==> src/rtl/heartbeat_gen.sv <==
// Heartbeat generator: issues a single-cycle beat to a downstream watchdog each
// period while the host proves liveness, and escalates to FAULT after repeated misses.
module heartbeat_gen #(
  parameter int unsigned CLK_FREQ       = 100000000,
  parameter int unsigned BEAT_PERIOD_MS = 1000,
  parameter int unsigned MAX_MISSED     = 3
) (
  input  logic        clk,
  input  logic        rstn,
  input  logic        enable,
  input  logic        host_alive,
  input  logic        fault_clr,
  input  logic        wd_warning,
  input  logic        wd_triggered,
  output logic        heartbeat,
  output logic [1:0]  state,
  output logic [15:0] beat_count,
  output logic [7:0]  missed_count,
  output logic        fault
);

  // 64-bit product so large clock/period combinations cannot overflow
  localparam longint      PERIOD_CYCLES = (longint'(CLK_FREQ) * longint'(BEAT_PERIOD_MS)) / 1000;
  localparam logic [31:0] LAST_COUNT    = 32'(PERIOD_CYCLES - 1);
  localparam logic [7:0]  MISS_LIMIT    = 8'(MAX_MISSED);

  typedef enum logic [1:0] {
    IDLE    = 2'd0,
    RUN     = 2'd1,
    STARVED = 2'd2,
    FAULT   = 2'd3
  } state_t;

  state_t      state_q, state_d;
  logic [31:0] cnt_q, cnt_d;
  logic        alive_q, alive_d;
  logic        hb_d;
  logic [15:0] beat_d;
  logic [7:0]  missed_d;
  logic [7:0]  missed_inc;
  logic        boundary;
  logic        live_now;

  assign boundary   = (cnt_q == LAST_COUNT);
  assign live_now   = alive_q | host_alive;
  assign missed_inc = (missed_count == 8'hFF) ? missed_count : missed_count + 8'd1;
  assign state      = state_q;

  always_ff @(posedge clk) begin
    if (!rstn) begin
      state_q      <= IDLE;
      cnt_q        <= '0;
      alive_q      <= 1'b0;
      heartbeat    <= 1'b0;
      beat_count   <= '0;
      missed_count <= '0;
      fault        <= 1'b0;
    end else begin
      state_q      <= state_d;
      cnt_q        <= cnt_d;
      alive_q      <= alive_d;
      heartbeat    <= hb_d;
      beat_count   <= beat_d;
      missed_count <= missed_d;
      fault        <= (state_d == FAULT);
    end
  end

  // Branch order encodes priority: !enable, fault_clr, wd_triggered, boundary, early beat
  always_comb begin
    state_d  = state_q;
    cnt_d    = cnt_q;
    alive_d  = alive_q;
    hb_d     = 1'b0;
    beat_d   = beat_count;
    missed_d = missed_count;
    if (!enable) begin
      state_d = IDLE;
      cnt_d   = '0;
      alive_d = 1'b0;
    end else begin
      unique case (state_q)
        IDLE: begin
          state_d  = RUN;
          cnt_d    = '0;
          missed_d = '0;
          alive_d  = host_alive;
        end
        FAULT: begin
          cnt_d   = '0;
          alive_d = 1'b0;
          if (fault_clr) begin
            state_d  = RUN;
            missed_d = '0;
          end
        end
        default: begin
          if (wd_triggered) begin
            state_d = FAULT;
            cnt_d   = '0;
            alive_d = 1'b0;
          end else if (boundary) begin
            cnt_d   = '0;
            alive_d = 1'b0;
            if (live_now) begin
              hb_d     = 1'b1;
              beat_d   = beat_count + 16'd1;
              missed_d = '0;
              state_d  = RUN;
            end else begin
              missed_d = missed_inc;
              state_d  = (missed_inc >= MISS_LIMIT) ? FAULT : STARVED;
            end
          end else if ((state_q == RUN) && wd_warning && alive_q && !heartbeat) begin
            // Watchdog is close to expiring: beat now and restart the period
            hb_d    = 1'b1;
            cnt_d   = '0;
            beat_d  = beat_count + 16'd1;
            alive_d = 1'b0;
          end else begin
            cnt_d   = cnt_q + 32'd1;
            alive_d = live_now;
          end
        end
      endcase
    end
  end

endmodule

==> config.mk <==
export PLATFORM = sky130hd
export DESIGN_NAME = heartbeat_gen
export DESIGN_NICKNAME = d
export VERILOG_FILES = /design/src/rtl/heartbeat_gen.sv
export SDC_FILE = /design/constraint.sdc
export NUM_CORES = 1
export LEC_CHECK = 0
export ABC_AREA = 1
export BUFFER_PORTS_ARGS = -buffer_cell sky130_fd_sc_hd__clkbuf_2
export CAP_MARGIN = 20
export CORE_ASPECT_RATIO = 0.7
export CORE_UTILIZATION = 59
export CTS_BUF_LIST = sky130_fd_sc_hd__clkbuf_8 sky130_fd_sc_hd__clkbuf_16
export CTS_CLUSTER_DIAMETER = 40
export DETAILED_ROUTE_END_ITERATION = 10
export MAX_ROUTING_LAYER = met4
export PLACE_DENSITY = 0.91
export SETUP_SLACK_MARGIN = 0.1
export SYNTH_ARGS = -nofsm -noshare
export SYNTH_HDL_FRONTEND = slang
export SYNTH_SLANG_ARGS = --single-unit
==> constraint.sdc <==
create_clock -name clk -period 2.26 [get_ports clk]
set_clock_uncertainty 0.05 [all_clocks]
set_input_delay 0.452 -clock clk [delete_from_list [all_inputs] [get_ports clk]]
set_output_delay 0.452 -clock clk [all_outputs]
set_load 0.01 [all_outputs]
==> results_dict.tcl <==
set metrics [dict create \
    final_util_pct 70.6 \
    cp_num_buf_inv 1 \
    ys_seq_area_share_pct 33.7 \
    n_fill_cell 483 \
    power.share.combinational_pct 4.2 \
    yosysWarnings 0 \
    cpLargestDelayFamily "simple AND/OR/NAND/NOR gates" \
    crit_type "reg2reg" \
    mostFrequentLayoutCells "nand2_1, nor2_1, inv_1, dfxtp_1, nand3_1" \
    start_kind "flop" \
    final_common_cell "nand2_1" \
    drt_iter0_drc 462 \
    seqPwrFrac_pct 53.0 \
    p_switching_uw 494 \
    synth_ff_type "dfxtp_1" \
    hold_slack_ns 0.330 \
    slowest_stage "dfxtp_1" \
    tightest_slew_ns 0.512 \
    clk_path_buf_depth 2 \
    ios 35 \
    max_stage_delay_ns 0.46 \
    syn_to_final_growth_pct 13.4 \
    intPower_mw 1.55 \
    finalNonFillerCells 662 \
    grt.total_usage_pct 31.6 \
    p_clk_share_pct 42.8 \
    synthArstFlopShare_pct 0 \
    dpl_cell_area_um2 3860 \
    final_cell_area_um2 4100 \
    dieArea_um2 6460 \
    grt_max_degree 33 \
    finalSetupTns_ns 0 \
    ir_drop_v 0.000415 \
    syn_area_per_cell_um2 6.70 \
    die_w_um 95.6 \
    outcome "finished, final reports clean" \
    drc 0 \
    p_sw_share_pct 24.1 \
    synth_seq_cells 61 \
    worstPathArrival_ns 2.23 \
    port_buffers 34 \
    cp_cell_sequence "inv_1 -> nor3_1 -> nand2_1 -> nor4_1 -> nand3_1 -> a21oi_1" \
    clk_pin_slew_worst_paths_ns 0.07 \
    fin_nets 596 \
    cap_violations 0 \
    cts-root-buf "clkbuf_8" \
    grt_pass1_vias 3175 \
    cts_buffers 9 \
    clock-sinks 61 \
    synth_nets 553 \
    h-tree-depth 3 \
    synth_edf_count 0 \
    start_util_pct 62.3 \
    vias 3815 \
    max_slew_margin_pct 65.8 \
    clk_latency_ns 0.35 \
    drv_slew 0 \
    grt_pass1_wl_um 14800 \
    core_um2 5810 \
    num_rows 23 \
    post_drt_wl_per_cell_um 14.5 \
    finalSetupViolCount 0 \
    drt_wl_total_um 9570 \
    p_leak_nw 1.58 \
    die_y_um 67.5 \
    antenna_found_initial 0 \
    post-place-ws_ns 0.246 \
    finalHoldViolCount 0 \
    synth.cell_area_um2 3620 \
    firstDrtPassIters 5 \
    diodes 0 \
    hpwl_um 6950 \
    drtAntennaViolNets 0 \
    power_density_nw_per_um2 499 \
    ys_types 36 \
    required_ns 2.49 \
    grt.overflow.total 0 \
    timing.final.crit_share_pct 88.8 \
    timing.fmax_mhz 498 \
    avgViaCountPerCell 5.76 \
    gp_congestion 0.984 \
    hold_path.class "in2reg" \
    cts_tree "yes" \
    dp_cells 644 \
    drive_gt1_share_pct 17.4 \
    total_power_mw 2.05 \
    cp_max_fo 4 \
    rsz0062_at_grt "yes" \
    setup_ws_ns 0.253 \
    cp-end-kind "flop" \
    period_minus_slack_ns 2.01 \
    syn_inst 540 \
]
==> cells by family after synthesis <==
kind of cell / share of synthesized area, %
simple gates: 40.4
buf+inv: 8.37
flops: 33.7
compound gates: 8.88
xor+xnor: 6.53
fa+ha+maj: 2.07
==> repair_timing <==
action | 4_1_cts | 5_1_grt
endpoints found under the setup margin | 0 | 29
hold buffers | 0 | 0
setup buffers | 0 | 3
resized for setup | 0 | 8
==> final timing paths <==
check / startpoint / end / slack, ns / cells past startpoint
hold reg to reg: cnt_q[0]$_SDFF_PP0_ / cnt_q[0]$_SDFF_PP0_ / 0.43 / 1
hold / removal: host_alive / alive_q$_SDFF_PN0_ / 0.33 / 3
setup / recovery: cnt_q[16]$_SDFF_PP0_ / cnt_q[25]$_SDFF_PP0_ / 0.25 / 6
setup reg to reg: cnt_q[16]$_SDFF_PP0_ / cnt_q[25]$_SDFF_PP0_ / 0.25 / 6
==> metal layers <==
| layer | track usage (%) | wire [um] | vias up |
|---|---|---|---|
| met2 | 43.8 | 4100 | 216 |
| met4 | 11.6 | 187 | 0 |
| met5 | - | 0 | - |
| met3 | 9.35 | 1020 | 26 |
| met1 | 43.2 | 4260 | 1749 |
| li1 | - | - | 1824 |
==> layout make-up <==
cell class | instances | area (um2) | share of cell area, %
clock inverters | 4 | 25.0 | 0.610
repair buffers | 40 | 240 | 5.85
inverters | 65 | 244 | 5.95
well taps | 75 | 93.8 | 2.29
clock buffers | 11 | 151 | 3.69
multi-input cells | 406 | 2130 | 51.9
flip-flops and latches | 61 | 1220 | 29.8
==> synthesized netlist by cell type, types with 2 or more instances <==
cell type | n | area (um2)
nand2_4 | 3 | 33.8
nor4_1 | 7 | 43.8
o21ai_0 | 3 | 15.0
and3_1 | 2 | 12.5
ha_1 | 6 | 75.1
nand2_1 | 128 | 480
xor2_1 | 18 | 158
inv_1 | 64 | 240
nand3b_1 | 2 | 15.0
nor2_4 | 2 | 22.5
nor2_1 | 73 | 274
nor3_1 | 17 | 85.1
nand2_2 | 16 | 100
buf_2 | 4 | 20.0
nor2_2 | 2 | 12.5
nand3_1 | 44 | 220
xnor2_1 | 9 | 78.8
clkbuf_1 | 2 | 7.51
or2_2 | 7 | 43.8
nand4_1 | 11 | 68.8
a21oi_1 | 38 | 190
dfxtp_1 | 61 | 1220
a21oi_2 | 8 | 70.1
==> registers in the layout (all words and copies together), names as in the netlist <==
name / flops
state: 2
cnt_q: 32
fault: 1
alive_q: 1
heartbeat: 1
missed_count: 8
beat_count: 16
==> power by group through the flow <==
| stage | combinational, mW | clock (mW) | sequential (mW) |
|---|---|---|---|
| floorplan | 0.0497 | 0 | 1.11 |
| global placement | 0.0765 | 0 | 1.11 |
| detailed placement | 0.0794 | 0 | 1.11 |
| CTS | 0.0801 | 0.889 | 1.08 |
| global route | 0.0947 | 0.944 | 1.08 |
| finish | 0.0860 | 0.876 | 1.08 |
==> worst min-delay path, cell delays in order <==
cell and delay (ns):
clkbuf_2 0.09, nand3_1 0.08, a21oi_1 0.06
Power figures use the tool's default switching activity.
